### config.mk
export PLATFORM = sky130hd
export DESIGN_NAME = ifetch_unit_flat
export DESIGN_NICKNAME = d
export VERILOG_FILES = /design/src/rtl/ifetch_pkg.sv /design/src/rtl/ifetch_if.sv /design/src/rtl/ifetch_entry_queue.sv /design/src/rtl/ifetch_unit.sv /design/src/flat_wrapper.sv
export SDC_FILE = /design/constraint.sdc
export NUM_CORES = 1
export LEC_CHECK = 0
export BUFFER_PORTS_ARGS = -buffer_cell sky130_fd_sc_hd__buf_2
export CAP_MARGIN = 20
export CORE_ASPECT_RATIO = 0.7
export CORE_UTILIZATION = 56
export CTS_CLUSTER_DIAMETER = 30
export DETAILED_ROUTE_END_ITERATION = 10
export GPL_TIMING_DRIVEN = 0
export PLACE_DENSITY = 0.79
export SLEW_MARGIN = 10
export SYNTH_ARGS = -nofsm -noshare
export SYNTH_HDL_FRONTEND = slang
export SYNTH_SLANG_ARGS = --single-unit
### constraint.sdc
create_clock -name clk -period 4 [get_ports clk]
set_input_delay 0.4 -clock clk [delete_from_list [all_inputs] [get_ports clk]]
set_output_delay 0.4 -clock clk [all_outputs]
set_load 0.01 [all_outputs]
### src/rtl/ifetch_pkg.sv
// Shared fetch-side definitions: default queue depth and width helpers
// used by the fetch unit and its entry queue.
package ifetch_pkg;

    // Default number of queue entries / outstanding instruction memory requests.
    localparam int IFETCH_DEPTH_DEFAULT = 4;

    // Instruction word and address width used throughout the fetch path.
    typedef logic [31:0] word_t;

    // Counter width: must hold the value DEPTH itself (0..DEPTH).
    function automatic int ifetch_cnt_w(input int depth);
        return $clog2(depth) + 1;
    endfunction

    // Pointer width: indexes 0..DEPTH-1, wraps naturally for power-of-two depth.
    function automatic int ifetch_ptr_w(input int depth);
        return (depth > 1) ? $clog2(depth) : 1;
    endfunction

endpackage

### src/rtl/ifetch_if.sv
// Fetch-stage bundle: PC/redirect inputs, instruction memory request and
// response channels, and the decode-facing instruction output.
interface ifetch_if;
    import ifetch_pkg::*;

    word_t PC;
    logic  flush;
    logic  fetch_stall;

    logic  imem_req_valid;
    word_t imem_req_addr;
    logic  imem_req_ready;

    logic  imem_resp_valid;
    word_t imem_resp_data;

    logic  IF_valid;
    word_t IF_instr;
    word_t IF_pc;
    logic  IF_ready;

    // The fetch unit itself.
    modport master (
        input  PC, flush, imem_req_ready, imem_resp_valid, imem_resp_data, IF_ready,
        output fetch_stall, imem_req_valid, imem_req_addr, IF_valid, IF_instr, IF_pc
    );

    // The surroundings: PC register, instruction memory and decode.
    modport slave (
        output PC, flush, imem_req_ready, imem_resp_valid, imem_resp_data, IF_ready,
        input  fetch_stall, imem_req_valid, imem_req_addr, IF_valid, IF_instr, IF_pc
    );
endinterface

### src/rtl/ifetch_entry_queue.sv
// Circular fetch queue: an entry is allocated at the tail when a request
// fires, filled in order through a separate fill pointer as responses
// arrive, and freed at the head when decode takes it.
module ifetch_entry_queue
    import ifetch_pkg::*;
#(
    parameter int DEPTH = IFETCH_DEPTH_DEFAULT
) (
    input  logic  clk,
    input  logic  rst,
    input  logic  clear,
    input  logic  alloc,
    input  word_t alloc_pc,
    input  logic  fill,
    input  word_t fill_data,
    input  logic  pop,
    output logic  head_filled,
    output word_t head_pc,
    output word_t head_instr
);
    localparam int PW = ifetch_ptr_w(DEPTH);

    // Payload storage carries no reset; validity lives in filled_reg.
    word_t pc_mem    [DEPTH];
    word_t instr_mem [DEPTH];
    logic  filled_reg [DEPTH];

    logic [PW-1:0] head_reg;
    logic [PW-1:0] tail_reg;
    logic [PW-1:0] fill_reg;

    // Head, tail and fill pointers; a redirect rewinds them all to zero.
    always_ff @(posedge clk) begin
        if (rst || clear) begin
            head_reg <= '0;
            tail_reg <= '0;
            fill_reg <= '0;
        end else begin
            if (alloc) tail_reg <= tail_reg + 1'b1;
            if (fill)  fill_reg <= fill_reg + 1'b1;
            if (pop)   head_reg <= head_reg + 1'b1;
        end
    end

    // Payload writes: PC at allocation, instruction word at fill.
    always_ff @(posedge clk) begin
        if (alloc) pc_mem[tail_reg]    <= alloc_pc;
        if (fill)  instr_mem[fill_reg] <= fill_data;
    end

    // Per-entry filled flag; fill and alloc/pop never target the same slot
    // in one cycle because the fill slot is always allocated and unfilled.
    genvar gi;
    generate
        for (gi = 0; gi < DEPTH; gi++) begin : g_filled
            // Set on fill, cleared on allocation, pop or redirect.
            always_ff @(posedge clk) begin
                if (rst || clear) begin
                    filled_reg[gi] <= 1'b0;
                end else if (fill && (fill_reg == PW'(gi))) begin
                    filled_reg[gi] <= 1'b1;
                end else if ((alloc && (tail_reg == PW'(gi))) ||
                             (pop && (head_reg == PW'(gi)))) begin
                    filled_reg[gi] <= 1'b0;
                end
            end
        end
    endgenerate

    // Head is read combinationally so decode sees it in the same cycle;
    // the filled flag is registered, so a response is never bypassed.
    assign head_filled = filled_reg[head_reg];
    assign head_pc     = pc_mem[head_reg];
    assign head_instr  = instr_mem[head_reg];

endmodule

### src/rtl/ifetch_unit.sv
// Instruction fetch unit: issues PC-addressed requests to instruction
// memory, buffers in-order responses in a small queue and hands them to
// decode. Responses belonging to requests issued before a redirect are
// counted in drop and discarded as they come back.
module ifetch_unit
    import ifetch_pkg::*;
#(
    parameter int DEPTH = IFETCH_DEPTH_DEFAULT
) (
    input  logic clk,
    input  logic rst,
    ifetch_if.master bus
);
    localparam int CW = ifetch_cnt_w(DEPTH);
    localparam logic [CW-1:0] DEPTH_C = CW'(DEPTH);

    logic [CW-1:0] count_reg, count_next;
    logic [CW-1:0] unfilled_reg, unfilled_next;
    logic [CW-1:0] drop_reg, drop_next;
    logic [CW:0]   credit_sum;

    logic  req_valid;
    logic  fire;
    logic  resp_drop;
    logic  resp_fill;
    logic  if_valid;
    logic  pop;
    logic  head_filled;
    word_t head_pc;
    word_t head_instr;

    // Responses still owed by memory (stale + live) must never exceed DEPTH,
    // otherwise drop could overflow across back-to-back redirects.
    assign credit_sum = {1'b0, drop_reg} + {1'b0, unfilled_reg};

    assign req_valid = !rst && !bus.flush && (count_reg < DEPTH_C) &&
                       (credit_sum < {1'b0, DEPTH_C});
    assign fire      = req_valid && bus.imem_req_ready;

    // Stale responses are consumed first; a response with nothing owed is ignored.
    assign resp_drop = bus.imem_resp_valid && (drop_reg != '0);
    assign resp_fill = bus.imem_resp_valid && (drop_reg == '0) &&
                       (unfilled_reg != '0) && !bus.flush;

    assign if_valid  = head_filled && (count_reg != '0) && !bus.flush && !rst;
    assign pop       = if_valid && bus.IF_ready;

    assign bus.fetch_stall    = !fire;
    assign bus.imem_req_valid = req_valid;
    assign bus.imem_req_addr  = bus.PC;
    assign bus.IF_valid       = if_valid;
    assign bus.IF_instr       = head_instr;
    assign bus.IF_pc          = head_pc;

    // Counter next-state: a redirect turns every unfilled entry into a stale
    // response (less the one arriving right now); otherwise net effect of
    // fire, fill, drop and pop.
    always_comb begin
        count_next    = count_reg;
        unfilled_next = unfilled_reg;
        drop_next     = drop_reg;
        if (bus.flush) begin
            count_next    = '0;
            unfilled_next = '0;
            if (bus.imem_resp_valid && (credit_sum != '0)) begin
                drop_next = CW'(credit_sum - 1'b1);
            end else begin
                drop_next = CW'(credit_sum);
            end
        end else begin
            count_next    = count_reg + CW'(fire) - CW'(pop);
            unfilled_next = unfilled_reg + CW'(fire) - CW'(resp_fill);
            drop_next     = drop_reg - CW'(resp_drop);
        end
    end

    // Counter registers.
    always_ff @(posedge clk) begin
        if (rst) begin
            count_reg    <= '0;
            unfilled_reg <= '0;
            drop_reg     <= '0;
        end else begin
            count_reg    <= count_next;
            unfilled_reg <= unfilled_next;
            drop_reg     <= drop_next;
        end
    end

    ifetch_entry_queue #(.DEPTH(DEPTH)) u_queue (
        .clk         (clk),
        .rst         (rst),
        .clear       (bus.flush),
        .alloc       (fire),
        .alloc_pc    (bus.PC),
        .fill        (resp_fill),
        .fill_data   (bus.imem_resp_data),
        .pop         (pop),
        .head_filled (head_filled),
        .head_pc     (head_pc),
        .head_instr  (head_instr)
    );

endmodule
### src/flat_wrapper.sv
// flat-port wrapper written by rule: the top's interface ports become plain ports
module ifetch_unit_flat import ifetch_pkg::*;
#(
    parameter int DEPTH = IFETCH_DEPTH_DEFAULT
)
  (clk, rst, bus_PC, bus_flush, bus_imem_req_ready, bus_imem_resp_valid, bus_imem_resp_data, bus_IF_ready, bus_fetch_stall, bus_imem_req_valid, bus_imem_req_addr, bus_IF_valid, bus_IF_instr, bus_IF_pc);
  ifetch_if bus_i ();
  input  logic clk;
  input  logic rst;
  input wire logic [$bits(bus_i.PC)-1:0] bus_PC;
  input wire logic [$bits(bus_i.flush)-1:0] bus_flush;
  input wire logic [$bits(bus_i.imem_req_ready)-1:0] bus_imem_req_ready;
  input wire logic [$bits(bus_i.imem_resp_valid)-1:0] bus_imem_resp_valid;
  input wire logic [$bits(bus_i.imem_resp_data)-1:0] bus_imem_resp_data;
  input wire logic [$bits(bus_i.IF_ready)-1:0] bus_IF_ready;
  output wire logic [$bits(bus_i.fetch_stall)-1:0] bus_fetch_stall;
  output wire logic [$bits(bus_i.imem_req_valid)-1:0] bus_imem_req_valid;
  output wire logic [$bits(bus_i.imem_req_addr)-1:0] bus_imem_req_addr;
  output wire logic [$bits(bus_i.IF_valid)-1:0] bus_IF_valid;
  output wire logic [$bits(bus_i.IF_instr)-1:0] bus_IF_instr;
  output wire logic [$bits(bus_i.IF_pc)-1:0] bus_IF_pc;
  assign bus_i.PC = bus_PC;
  assign bus_i.flush = bus_flush;
  assign bus_i.imem_req_ready = bus_imem_req_ready;
  assign bus_i.imem_resp_valid = bus_imem_resp_valid;
  assign bus_i.imem_resp_data = bus_imem_resp_data;
  assign bus_i.IF_ready = bus_IF_ready;
  assign bus_fetch_stall = bus_i.fetch_stall;
  assign bus_imem_req_valid = bus_i.imem_req_valid;
  assign bus_imem_req_addr = bus_i.imem_req_addr;
  assign bus_IF_valid = bus_i.IF_valid;
  assign bus_IF_instr = bus_i.IF_instr;
  assign bus_IF_pc = bus_i.IF_pc;
  ifetch_unit #(.DEPTH(DEPTH)) u_core (.clk(clk), .rst(rst), .bus(bus_i));
endmodule
; ---- After elaboration in Yosys (flattened, before gate mapping)
; Memory sizes are Yosys's and may differ from the RTL's. A register that Yosys moved wholly into a read port is not among the register bits.
; Cells that the tools add are included.
[word_totals]
register_bits = 15
ram_bits = 260
input_bits = 70
output_inout_bits = 99
n_memories = 3
[op_classes]
addsub = 10
magnitude_cmp = 2
n_eq_ne = 9
muxes = 50
n_bitwise = 8
reduce_logical = 42
[mem_list]
columns = name, words, width, read_ports, rd_clocked_by_memory_dff, wr, line
row1 = u_core.u_queue.instr_mem, 4, 32, 1, 1, 1, ifetch_entry_queue.sv:25  ; word_t instr_mem [DEPTH];
row2 = u_core.u_queue.pc_mem, 4, 32, 1, 1, 1, ifetch_entry_queue.sv:24  ; word_t pc_mem [DEPTH];
row3 = u_core.u_queue.filled_reg, 4, 1, 1, 1, 4, ifetch_entry_queue.sv:26  ; logic filled_reg [DEPTH];
[ops]
columns = op, n
row1 = $mux 1, 42
row2 = $logic_and 1x1->1, 25
row3 = $eq 2x2->1 const B, 6
row4 = $mux 2, 6
row5 = $reduce_bool 3->1, 3
row6 = $sub 3x1->3, 3
row7 = $or 1x1->1, 8
row8 = $add 2x1->2 const B, 3
row9 = $add 3x1->3, 2
row10 = $eq 2x1->1 const B, 3
row11 = $logic_not 2->1, 3
row12 = $mux 3, 2
row13 = $logic_or 1x1->1, 5
row14 = $add 3x3->4, 1
row15 = $lt 4x3->1 const B, 1
row16 = $reduce_bool 4->1, 1
row17 = $logic_not 1->1, 3
row18 = $logic_not 3->1, 1
row19 = $lt 3x3->1 const B, 1
row20 = $sub 3x1->3 const B, 1
row21 = $reduce_or 2->1, 1

; ---- Depth between registers and ports, before layout
[logic_depth]
depth_word = 12
mapped_depth = 11
mapped_depth_nobuf = 10

; ---- Cells and area by module
; From an unflattened synthesis, not the netlist that was laid out.
[unflattened]
hier_cells = 523
area_unflattened_um2 = 10973.0
[by_module_without_submodules]
columns = mod, n_inst, cells_each, area_each_um2, seq_area_each_um2
row1 = ifetch_entry_queue, 1, 409, 9983.3, 7967.6
row2 = ifetch_unit, 1, 114, 989.7, 180.2

; ---- Least setup slack after synthesis
; No wires, ideal clock.
[synth_timing]
path_kind = register -> register
from = register u_core.drop_reg[0]
to = memory u_core.u_queue.pc_mem[0][0] (netlist bit), enable pin
setup_ns = 0.392
arrival_time_ns = 2.507
setup_slack_ns = 1.101
path_stages_with_launch = 8
path_buffers = 1
synth_period_minus_slack_ns = 2.899
cell_sequence = dfxtp_1 -> ha_1 -> fa_1 -> nor3_1 -> a31oi_1 -> nor4_2 -> buf_2 -> and2_1
[synth_between]
elab_chain_cells = 6
[synth_rtl]
columns = item, line
row1 = start: declaration, ifetch_unit.sv:19  ; logic [CW-1:0] drop_reg, drop_next;
row2 = start signal: assignment, ifetch_unit.sv:86  ; drop_reg <= drop_next;
row3 = $add 3x3->4, ifetch_unit.sv:34  ; assign credit_sum = {1'b0, drop_reg} + {1'b0, unfilled_reg};
row4 = $lt 4x3->1, ifetch_unit.sv:37  ; (credit_sum < {1'b0, DEPTH_C});
row5 = $logic_and 1x1->1, ifetch_unit.sv:36  ; assign req_valid = !rst && !bus.flush && (count_reg < DEPTH_C) &&
row6 = $logic_and 1x1->1, ifetch_unit.sv:38  ; assign fire = req_valid && bus.imem_req_ready;
row7 = $mux 1, ifetch_entry_queue.sv:47  ; if (alloc) pc_mem[tail_reg] <= alloc_pc;
row8 = $mux 1 (not written as such), ifetch_entry_queue.sv:47
row9 = end: declaration, ifetch_entry_queue.sv:24
; Every way passes these cells.

; ---- Final worst setup path
[layout_timing]
from = register u_core.drop_reg[0]
to = register u_core.unfilled_reg[2]
[layout_between]
elab_chain_cells = 6
[layout_rtl]
columns = item, line
row1 = $add 3x3->4, ifetch_unit.sv:34
row2 = $lt 4x3->1, ifetch_unit.sv:37
row3 = $logic_and 1x1->1, ifetch_unit.sv:36
row4 = $logic_and 1x1->1, ifetch_unit.sv:38
row5 = $add 3x1->3, ifetch_unit.sv:72  ; unfilled_next = unfilled_reg + CW'(fire) - CW'(resp_fill);
row6 = $sub 3x1->3 *, ifetch_unit.sv:72
row7 = end signal: assignment, ifetch_unit.sv:85  ; unfilled_reg <= unfilled_next;
row8 = end: declaration, ifetch_unit.sv:18  ; logic [CW-1:0] unfilled_reg, unfilled_next;
; Every way passes the cells marked *; elsewhere a longest branch is shown, timed or not.
; A chain may end at the register's enable or synchronous reset.

==> run_results.csv <==
group,metric,value,unit
logic_synthesis,ys_warn_count,0,
setup_path,critPathLaunchType,"flop",
timing,maxSlewHeadroom,55.5,%
place,place_congestion,0.847,
timing,finalMaxSlewViolations,0,
die,die_y,119,um
die,ioPinCount,169,
setup_path,r2r-start,"u_core.drop_reg[0]$_SDFF_PP0_",
setup_path,crit_start,"u_core.drop_reg[0]$_SDFF_PP0_",
power_and_ir_drop,ir_drop,0.000278,V
detailed_routing,dr.pass1.iters,5,
clocking,htree_levels,2,
logic_synthesis,synth_area_leaders,"edfxtp_1, mux4_2, dfxtp_1",
timing,min_period_over_period,80.1,%
die,die_w,169,um
timing,max_freq,312,MHz
die,row_count,42,
logic_synthesis,ys_seq_area_share,74.8,%
timing,tightestPinTransition,0.667,ns
die,die_area,0.0200,mm2
setup_path,path_max_fanout,11,
final_layout,syn2layout_area_growth,24.6,%
power_and_ir_drop,cellPowerDensity,506,mW/mm2
final_layout,final_util,71.5,%
worst_hold_path,whs_endpoint,"u_core.u_queue.pc_mem[0][8]$_DFFE_PN_",
clocking,worstSkewPairLatency,0.53,ns
final_layout,drive_gt1_share,46.6,%
logic_synthesis,synth_cell_type_count,35,
global_routing,grt_pass1_wl,32300,um
global_routing,grt_max_degree,32,
setup_path,reg2reg_depth,11,
flow_run,maxCapViolCount,0,
logic_synthesis,synth_top_area_cell,"edfxtp_1",
logic_synthesis,yosys.area.top_type_share,71.7,%
clocking,cts_root_buf,"clkbuf_16",
power_and_ir_drop,p_leak,4.87,nW
place,dp_hpwl,12700,um
clocking,post_cts_buffers,0,
worst_hold_path,min_from,"bus_PC[8]",
logic_synthesis,postSynthAreaPerCell,20.8,um2
global_routing,grt_use_total,21.5,%
logic_synthesis,synthesis.instances,523,
timing,finalHoldViolations,0,
logic_synthesis,yosysMostFrequentCell,"edfxtp_1",
setup_path,end_kind,"flop",
timing,tns,0,ns
setup_path,r2r_setup_slack,0.79,ns
detailed_routing,wirelength,20700,um
detailed_routing,drt_iter0_drc,484,
detailed_routing,route.detailed.vias_per_inst,5.42,
logic_synthesis,yosys-top-cells-count,"edfxtp_1, mux4_2, buf_4",
clocking,cts_hold_buf,0,
logic_synthesis,synth_area,0.0109,mm2
worst_hold_path,min_path_type,"in2reg",
final_layout,nets,836,
setup_path,r2r-end,"u_core.unfilled_reg[2]$_SDFF_PP0_",
clocking,post_cts_resized,0,
setup_path,cp.required,4.38,ns
timing,setup_viol_count_final,0,
timing,fin_crit,3.21,ns
timing,clock_skew,0.0313,ns
detailed_routing,ant_nets,0,
global_routing,antenna_found_initial,0,
die,initial_core_util,57.4,%
global_routing,grt_remaining_overflow,0,
logic_synthesis,synth_async_sr_flop_share,0,%
logic_synthesis,synth_flop_cell,"edfxtp_1",
worst_hold_path,hold_depth,1,
clocking,cts_buffers,41,
setup_path,critical_path_class,"reg2reg",
clocking,clk_pin_slew_worst_paths,0.06,ns
place,port_buffers,167,
global_routing,grt_pass1_vias,5917,
detailed_routing,wl_per_cell,20.0,um
logic_synthesis,synth-edff-count,260,
detailed_routing,num_vias,5636,
clocking,clock_path_buffers,3,
status,status,"completed",
timing,rsz0062_at_grt,"no",
clocking,cts_tree,"built",
logic_synthesis,synth_nets,618,
detailed_routing,drc,0,
clocking,numClockSinks,277,
setup_path,worst_ep_arrival_time,3.58,ns
logic_synthesis,ys_ff_latch,277,
die,core_area,0.0190,mm2
[through the flow]
| stage | total power [mW] | setup slack (ns) | hold WS [ns] | std cells | area, um2 |
|---|---|---|---|---|---|
| CTS | 6.92 | 0.824 | 0.0883 | 1038 | 13600 |
| global placement | 3.50 | 0.369 | 0.479 | 954 | 12100 |
| floorplan | 3.39 | 1.10 | 0.468 | 523 | 10900 |
| finish | 6.87 | 0.795 | 0.101 | 1039 | 13600 |
| global route | 7.08 | 0.623 | 0.0875 | 1038 | 13600 |
| detailed placement | 3.52 | 0.904 | 0.515 | 962 | 12200 |
[worst max path at each step]
stage | to | slack, ns | depth (start not counted)
4_1_cts | bus_fetch_stall | 0.82 | 8
5_1_grt | u_core.unfilled_reg[2]$_SDFF_PP0_ | 0.62 | 11
2_1_floorplan | u_core.u_queue.pc_mem[0][0]$_DFFE_PN_ | 1.10 | 7
3_5_place_dp | u_core.unfilled_reg[2]$_SDFF_PP0_ | 0.90 | 11
6_report | u_core.unfilled_reg[2]$_SDFF_PP0_ | 0.79 | 11
3_3_place_gp | u_core.u_queue.pc_mem[1][19]$_DFFE_PN_ | 0.37 | 7
[layout make-up]
cell class | count | area [um2]
Sequential cell | 277 | 8150
Fill cell | 1116 | 5400
Multi-Input combinational cell | 169 | 2330
Clock buffer | 46 | 1040
Timing Repair Buffer | 175 | 996
Buffer | 53 | 332
Tap cell | 264 | 330
Clock inverter | 30 | 295
Inverter | 24 | 90.1
Antenna cell | 1 | 2.50
[report_power, final]
group / total, mW / switching, mW / internal [mW]
registers: 3.21 / 0.0135 / 3.20
logic: 0.256 / 0.141 / 0.115
clock network: 3.41 / 1.29 / 2.11
[critical path: stages (launching register included)]
cell and delay, ns:
dfxtp_1 0.33, ha_1 0.24, fa_1 0.45, nor2b_1 0.17, a31oi_1 0.49, nor4_2 0.12, buf_2 0.23, ha_1 0.24
fa_1 0.37, xnor2_1 0.20, xnor2_1 0.15, nor2_1 0.05
[routing by layer]
metal  vias up  track usage (%)  wire length, um
met5         -                0                0
met4         0             6.36              320
met2       180             36.4            10800
met3        31             3.78             1040
li1       2527                -                -
met1      2898             28.7             8620
[placed cells by master, fill, tap and decap left out, types with 3 or more instances in the layout]
cell,Yosys,routed
and3_1,6,6
inv_6,0,5
clkbuf_16,0,41
dfxtp_1,17,17
buf_4,32,32
clkbuf_1,10,15
xnor2_1,7,7
and2_2,0,8
nor2b_1,3,3
a221o_1,4,4
nor2_1,7,7
buf_12,0,8
a21o_1,4,4
ha_1,22,22
bufinv_16,0,3
and2_1,13,5
buf_2,10,177
inv_1,24,24
mux2i_1,3,3
clkinvlp_4,0,4
clkinv_2,0,9
mux4_2,65,65
fa_1,3,3
nand2_1,7,7
nor3_1,6,6
clkinv_4,0,4
edfxtp_1,260,260
[kinds of logic after synthesis]
kind of cell | synth area share, %
flops | 74.8
buf+inv | 3.87
mux | 13.7
simple gates | 2.45
fa+ha+maj | 3.08
compound gates | 1.54
xor+xnor | 0.563
No activity file was read; power rests on OpenSTA's default activity.
